<file path="src/rtl/dram_arb_pkg.sv">
// Shared types and constants for the DRAM arbiter slice.
package dram_arb_pkg;

    typedef enum logic [1:0] {
        IDLE  = 2'd0,
        ISSUE = 2'd1,
        DONE  = 2'd2
    } arb_state_t;

    localparam int unsigned DEFAULT_TIMEOUT = 1023;
    localparam int unsigned CNT_W           = 10;

    // Width of a requester index; kept at least 1 so NREQ=2 still gets a real bit.
    function automatic int unsigned grant_width(input int unsigned n);
        return (n <= 2) ? 1 : $clog2(n);
    endfunction

endpackage

</file>
<file path="src/rtl/dram_arbiter_rr_pick.sv">
// Combinational round-robin picker: first requester after last_grant wins.
module rr_pick
    import dram_arb_pkg::*;
#(
    parameter int unsigned NREQ = 2,
    parameter int unsigned GW   = grant_width(NREQ)
) (
    input  logic [NREQ-1:0] req,
    input  logic [GW-1:0]   last_grant,
    output logic [GW-1:0]   grant,
    output logic            any
);

    int unsigned     idx;
    logic [NREQ-1:0] rot;

    always_comb begin
        grant = '0;
        any   = 1'b0;
        idx   = 0;
        rot   = '0;
        for (int unsigned i = 1; i <= NREQ; i++) begin
            idx = (32'(last_grant) + i) % NREQ;
            rot = req >> idx;
            if (!any && rot[0]) begin
                any   = 1'b1;
                grant = GW'(idx);
            end
        end
    end

endmodule

</file>
<file path="src/rtl/dram_arbiter.sv">
// Round-robin arbiter sharing one DRAM adapter port between NREQ requesters.
module dram_arbiter
    import dram_arb_pkg::*;
#(
    parameter int unsigned NREQ    = 2,
    parameter int unsigned TIMEOUT = DEFAULT_TIMEOUT
) (
    input  logic               clk,
    input  logic               reset,
    input  logic [NREQ-1:0]    reqRead,
    input  logic [NREQ-1:0]    reqWrite,
    input  logic [NREQ*32-1:0] reqAddress,
    input  logic [NREQ*32-1:0] reqWriteData,
    output logic [NREQ-1:0]    respValid,
    output logic [NREQ-1:0]    respError,
    output logic [31:0]        respReadData,
    output logic [31:0]        dramAddress,
    output logic [31:0]        dramWriteData,
    output logic               dramReadEnable,
    output logic               dramWriteEnable,
    input  logic [31:0]        dramReadData,
    input  logic               dramValid,
    output logic               busy
);

    localparam int unsigned     GW      = grant_width(NREQ);
    localparam logic [CNT_W-1:0] TO_LAST = CNT_W'(TIMEOUT - 1);

    arb_state_t       state;
    logic [GW-1:0]    grant_q;
    logic [GW-1:0]    last_q;
    logic [CNT_W-1:0] cnt;
    logic [GW-1:0]    pick_idx;
    logic             pick_any;

    rr_pick #(.NREQ(NREQ), .GW(GW)) u_pick (
        .req        (reqRead | reqWrite),
        .last_grant (last_q),
        .grant      (pick_idx),
        .any        (pick_any)
    );

    assign busy = (state != IDLE);

    // The DRAM-facing registers double as the transaction latches: they are
    // loaded on the pick and cleared on leaving ISSUE, so they read 0 elsewhere.
    always_ff @(posedge clk or negedge reset) begin
        if (!reset) begin
            state           <= IDLE;
            grant_q         <= '0;
            last_q          <= GW'(NREQ - 1);
            cnt             <= '0;
            dramAddress     <= '0;
            dramWriteData   <= '0;
            dramReadEnable  <= 1'b0;
            dramWriteEnable <= 1'b0;
            respValid       <= '0;
            respError       <= '0;
            respReadData    <= '0;
        end else begin
            case (state)
                IDLE: begin
                    if (pick_any) begin
                        grant_q         <= pick_idx;
                        dramAddress     <= reqAddress[32*pick_idx +: 32];
                        dramWriteData   <= reqWriteData[32*pick_idx +: 32];
                        dramWriteEnable <= reqWrite[pick_idx];
                        dramReadEnable  <= !reqWrite[pick_idx];
                        cnt             <= '0;
                        state           <= ISSUE;
                    end
                end
                ISSUE: begin
                    if (!dramValid) begin
                        cnt <= cnt + 1'b1;
                    end
                    if (dramValid || cnt == TO_LAST) begin
                        if (dramValid) begin
                            respValid <= NREQ'(1) << grant_q;
                            if (dramReadEnable) begin
                                respReadData <= dramReadData;
                            end
                        end else begin
                            respError <= NREQ'(1) << grant_q;
                        end
                        dramAddress     <= '0;
                        dramWriteData   <= '0;
                        dramReadEnable  <= 1'b0;
                        dramWriteEnable <= 1'b0;
                        state           <= DONE;
                    end
                end
                DONE: begin
                    respValid <= '0;
                    respError <= '0;
                    last_q    <= grant_q;
                    state     <= IDLE;
                end
                default: state <= IDLE;
            endcase
        end
    end

endmodule
</file>
<file path="config.mk">
export PLATFORM = sky130hd
export DESIGN_NAME = dram_arbiter
export DESIGN_NICKNAME = d
export VERILOG_FILES = /design/src/rtl/dram_arb_pkg.sv /design/src/rtl/dram_arbiter_rr_pick.sv /design/src/rtl/dram_arbiter.sv
export SDC_FILE = /design/constraint.sdc
export NUM_CORES = 1
export LEC_CHECK = 0
export CORE_AREA = 2 2 137 99
export CTS_BUF_LIST = sky130_fd_sc_hd__clkbuf_8
export DETAILED_ROUTE_END_ITERATION = 6
export DIE_AREA = 0 0 139 101
export PLACE_DENSITY_LB_ADDON = 0.05
export SKIP_LAST_GASP = 1
export SYNTH_ARGS = -nofsm -noshare
export SYNTH_HDL_FRONTEND = slang
export SYNTH_SLANG_ARGS = --single-unit
</file>
<file path="constraint.sdc">
create_clock -name clk -period 2.33 [get_ports clk]
set_input_delay 0.466 -clock clk [delete_from_list [all_inputs] [get_ports clk]]
set_output_delay 0.466 -clock clk [all_outputs]
set_load 0.05 [all_outputs]
</file>
# After elaboration in Yosys (flattened, before gate mapping)
# Index checks and enable logic that the tools add are counted.
# Widths: inputs -> output; s select.
[totals] reg_bits=116 inputBits=167 output_inout_bits=103 word_cells=71
[classes] add_sub_neg=3 magnitude_cmp=1 eq_ne=7 shift=5 muxes=28 bitwise_logic=1 n_reduce_logical=15
[ops] cell="$pmux 32 s2" count=2
[ops] cell="$shiftx 64x7->32" count=2
[ops] cell="$mux 32" count=3
[ops] cell="$mux 10" count=2
[ops] cell="$pmux 10 s2" count=1
[ops] cell="$mux 2" count=6
[ops] cell="$pmux 2 s2" count=3
[ops] cell="$reduce_and 3->1" count=4
[ops] cell="$add 10x1->10 const B" count=1
[ops] cell="$eq 10x10->1 const B" count=1
[ops] cell="$mux 1" count=9
[ops] cell="$ne 2x2->1 const B" count=4
[ops] cell="$reduce_bool 2->1" count=3
[ops] cell="$pmux 1 s2" count=2
[ops] cell="$reduce_and 2->1" count=2
[ops] cell="$reduce_and 4->1" count=1
[ops] cell="$shr 2x1->1" count=2
[ops] cell="$add 1x1->1 const B" count=2
[ops] cell="$eq 2x1->1 const B" count=1
[ops] cell="$eq 2x2->1 const B" count=1
[ops] cell="$logic_not 1->1" count=2
[ops] cell="$logic_not 2->1" count=1
[ops] cell="$lt 1x2->1 const B" count=1
[ops] cell="$or 2x2->2" count=1
[ops] cell="other kinds (3)" count=3

# Depth between registers and ports, before layout
[depth] depth_word=11 mapped_depth=8 mapped_depth_nobuf=6

# Cells and area by module
# From an unflattened synthesis, not the netlist that was laid out.
[unflattened] cells_unflattened=393 area_unflattened_um2=5165.0
[by_module_without_submodules] module="dram_arbiter" instances=1 cells_per_inst=391 area_per_inst_um2=5151.2
[by_module_without_submodules] module="rr_pick" instances=1 cells_per_inst=2 area_per_inst_um2=13.8

# Least setup slack after synthesis
# Ideal clock, no wire load.
[synth_path] path_type="flip-flop to flip-flop" from="register state[0]" to="register dramAddress[28]" t_arrival_ns=1.674 t_required_ns=2.200 setup_slack_ns=0.526 path_stages_with_launch=9 synth_period_minus_slack_ns=1.804 cell_sequence="dfrtp_1 buf_6 or2_1 buf_6 nor2_2 a21oi_1 buf_2 buf_2 o2bb2ai_1"
[synth_between] elab_chain_len=3 elab_cells_between_ends=7 classes_between="eq/ne: 3; mux: 1; reduce/logical: 3"
[synth_lines] element="start, declared" line_no="dram_arbiter.sv:29" rtl="arb_state_t state;"
[synth_lines] element="start signal, assigned" line_no="dram_arbiter.sv:49" rtl="state <= IDLE;"
[synth_lines] element="start signal, assigned" line_no="dram_arbiter.sv:70" rtl="state <= ISSUE;"
[synth_lines] element="start signal, assigned" line_no="dram_arbiter.sv:90" rtl="state <= DONE;"
[synth_lines] element="$eq 2x1->1 or $logic_not 2->1 (tied branches)" line_no="dram_arbiter.sv:61" rtl="case (state)"
[synth_lines] element="$ne 2x2->1 (no source line) or $reduce_bool 2->1 (tied branches)"
[synth_lines] element="$reduce_and 3->1 (no source line)"
[synth_lines] element="end signal, assigned" line_no="dram_arbiter.sv:65" rtl="dramAddress <= reqAddress[32*pick_idx +: 32];"
[synth_lines] element="end, declared" line_no="dram_arbiter.sv:17" rtl="output logic [31:0] dramAddress,"
# Several ways; a longest one is shown, not always the timed one.
# A chain may end at the register's enable or synchronous reset.

# Worst setup path after layout
[layout_path] from="register dramAddress[20]" to="output port dramAddress[20]"
# No word-level cell between the ends.

==> summary.txt <==
Run status
  • Status: complete, no violations

Synth
  • Top FF cell, synth: dfrtp_1
  • Syn Std Cell Area: 5120 sq um
  • Top post-synthesis cells by area: dfrtp_1, mux2i_1, o2bb2ai_1
  • Sequential area share after synthesis: 56.8%
  • Mean Syn Cell Area: 13.3 sq um
  • Gate count of the mapped netlist: 385
  • Async S/R FF share, synth: 100%
  • Post-synthesis adder-cell area fraction: 0.489%
  • Post-synthesis compound-gate area fraction: 14.6%
  • Synth Register Bits: 116
  • YS warnings: 0
  • Number of enable flip-flop cells after synthesis: 0
  • Distinct cell type count after synthesis: 43
  • Syn_nets: 554
  • Proportion of synthesized area in mux cells: 19.8%
  • Share of the synthesized area in the top cell type: 56.2%
  • Synth Area in Simple Gates: 4.48%
  • Yosys top cell by area: dfrtp_1
  • Synth Area in XOR/XNOR: 0.685%
  • Largest family of logic cells by synthesized area: multiplexers

Drt
  • Routed Antenna Nets: 0
  • Drt via density: 5.04
  • Iteration-0 DRC Markers: 132
  • Final Routed Wirelength: 15200 um
  • Avg WL per Cell: 18.1 um
  • Vias: 4224
  • DRC errors left: 0
  • 1st-pass router iterations: 5

GRT
  • GRT Total Usage: 21.5%
  • Grt total ovfl: 0
  • Number of global-route vias before repair: 4428
  • Initial antenna violation count: 0
  • First-pass GRT wire length: 23400 um
  • Largest net degree at the start of global routing: 49

Placement
  • Post-DP HPWL: 11400 um
  • Pre-CTS WS: 0.135 ns
  • Placer Congestion: 0.821
  • # port buffers: 269

Clocking
  • CTS tree: done
  • Hold_buf cts: 0
  • PostCTS Resize Cnt: 0
  • H-tree depth: 4
  • Clock sink total: 116
  • Clock latency at the later pin of the worst-skew pair: 0.42 ns
  • Post-CTS setup buffers: 0
  • Root buffer cell: clkbuf_8
  • Clock Pin Slew Worst Setup and Hold Paths: 0.06 ns
  • CTS max path bufs: 2
  • TritonCTS Buffers: 17

Timing
  • Worst-margin pin slew: 0.575 ns
  • Max-slew violation count: 0
  • Final Hold Fails: 0
  • Fin crit period: 2.10 ns
  • Final setup vio count: 0
  • Relative slew slack: 61.6%
  • Fin Hold WS: 0.0285 ns
  • Worst clock skew: 0.00944 ns
  • Maximum clock rate: 0.476 GHz
  • Final period utilization: 90.2%
  • Final WS setup: 0.228 ns
  • Unrepaired setup endpoints after global routing: false
  • Total Neg Setup Slack: 0 ns

Floorplanning
  • Site row count: 35
  • Die Area: 14000 sq um
  • Initial Util: 40.0%
  • Core area: 12800 sq um
  • Die Y: 101 um
  • Die Width: 139 um
  • Ports: 270

Final layout
  • Fill cells: 963
  • Synth-to-Final Area Change: 66.9%
  • End-of-flow core utilization: 66.8%
  • Most common cell after layout, fill and taps aside: clkdlybuf4s50_1
  • Commonest non-fill, non-tap cells in the layout: clkdlybuf4s50_1, dfrtp_1, o2bb2ai_1
  • Layout cell share with drive strength beyond 1: 12.9%
  • Total Nets Final: 829
  • Ant diodes: 0

Critical path
  • Startpoint types: register
  • Max incr delay on CP: 0.86 ns
  • Critical path class: reg -> out
  • CP arrival: 1.64 ns
  • Slowest cell on the critical path: clkdlybuf4s50_1
  • Critical path, cell by cell: clkdlybuf4s50_1
  • CP required: 1.86 ns
  • Top delay family on crit path: buffers and inverters
  • Crit. End Element: primary output
  • Worst path bufs/invs: 1
  • Critical Path Fanout Max: 2

Job
  • Number of max-cap violations: 0

Power and ir drop
  • Pwr Density: 1490 nW/um^2
  • Pleak: 3.58 nW
  • Worst vdd ir: 810 uV

Min path
  • Hold Crit Class: in -> async
-- stage by stage --
step | instance area [sq um] | total power, mW | std cells
final | 8540 | 12.7 | 838
after global routing | 8540 | 13.4 | 838
after CTS | 8540 | 12.9 | 838
after detailed placement | 8110 | 10.8 | 807
after global placement | 8110 | 10.7 | 807
after floorplan | 5120 | 8.08 | 385
-- registers in the layout, summed over array words and instances (netlist names) --
register,count
cnt,10
dramAddress,32
dramReadEnable,1
dramWriteData,32
dramWriteEnable,1
grant_q,1
last_q,1
respError,2
respReadData,32
respValid,2
state,2
-- synth_stat cells, types with 2 or more instances --
library cell  number
nand4_1            2
o21ai_1            2
nor3_1             2
o21ai_0            7
or2_1              2
dfrtp_1          115
nand2_1            9
inv_1              5
nand3_1            7
a21oi_1            5
xnor2_1            2
xor2_1             2
buf_2             14
buf_6              3
mux2_2            33
o22ai_1            2
clkbuf_1          10
o21a_1             2
o31ai_1            3
mux2i_1           64
o2bb2ai_1         66
ha_1               2
nor2_1             4
or4_1              3
-- final cells by class --
cell class / count / area (sq um) / area share, %
clock buffers: 19 / 262 / 3.06
well taps: 166 / 208 / 2.43
flip-flops and latches: 116 / 2900 / 34.0
inverters: 5 / 18.8 / 0.220
multi-input cells: 236 / 2070 / 24.3
repair buffers: 284 / 2910 / 34.1
clock inverters: 12 / 163 / 1.91
-- layer usage --
metal | GRT usage, % | part of all wire, % | vias to the layer above
met5 | 0 | 0 | -
met4 | 8.16 | 2.3 | 0
met3 | 8.46 | 8.5 | 24
met2 | 36.6 | 50 | 180
met1 | 24.9 | 40 | 2019
li1 | - | - | 2001
-- path summary, 6_finish.rpt --
kind                                          startpoint                             to  slack, ns  cells after the start
min                                                reset       respValid[1]$_DFFE_PN0P_       0.03                      1
max                          dramAddress[20]$_DFFE_PN0P_                dramAddress[20]       0.23                      1
min in group clk           dramWriteData[26]$_DFFE_PN0P_  dramWriteData[26]$_DFFE_PN0P_       0.49                      1
max in group asynchronous                          reset    dramAddress[14]$_DFFE_PN0P_       1.56                      2
min reg2reg                dramWriteData[26]$_DFFE_PN0P_  dramWriteData[26]$_DFFE_PN0P_       0.49                      1
max reg2reg                         state[0]$_DFFE_PN0P_             cnt[8]$_DFFE_PN0P_       0.48                      4
-- where the power goes --
group / switching [mW] / leakage (nW) / internal [mW]
logic: 4.60 / 1.90 / 2.74
clock network: 0.785 / 0.220 / 1.20
registers: 0.523 / 1.46 / 2.89
total: 5.90 / 3.58 / 6.84
-- cells by family after synthesis --
logic type	Yosys count
buf+inv	33
fa+ha+maj	2
simple gates	41
xor+xnor	4
flops	116
mux	97
compound gates	92
(Power assumes the default switching activity.)
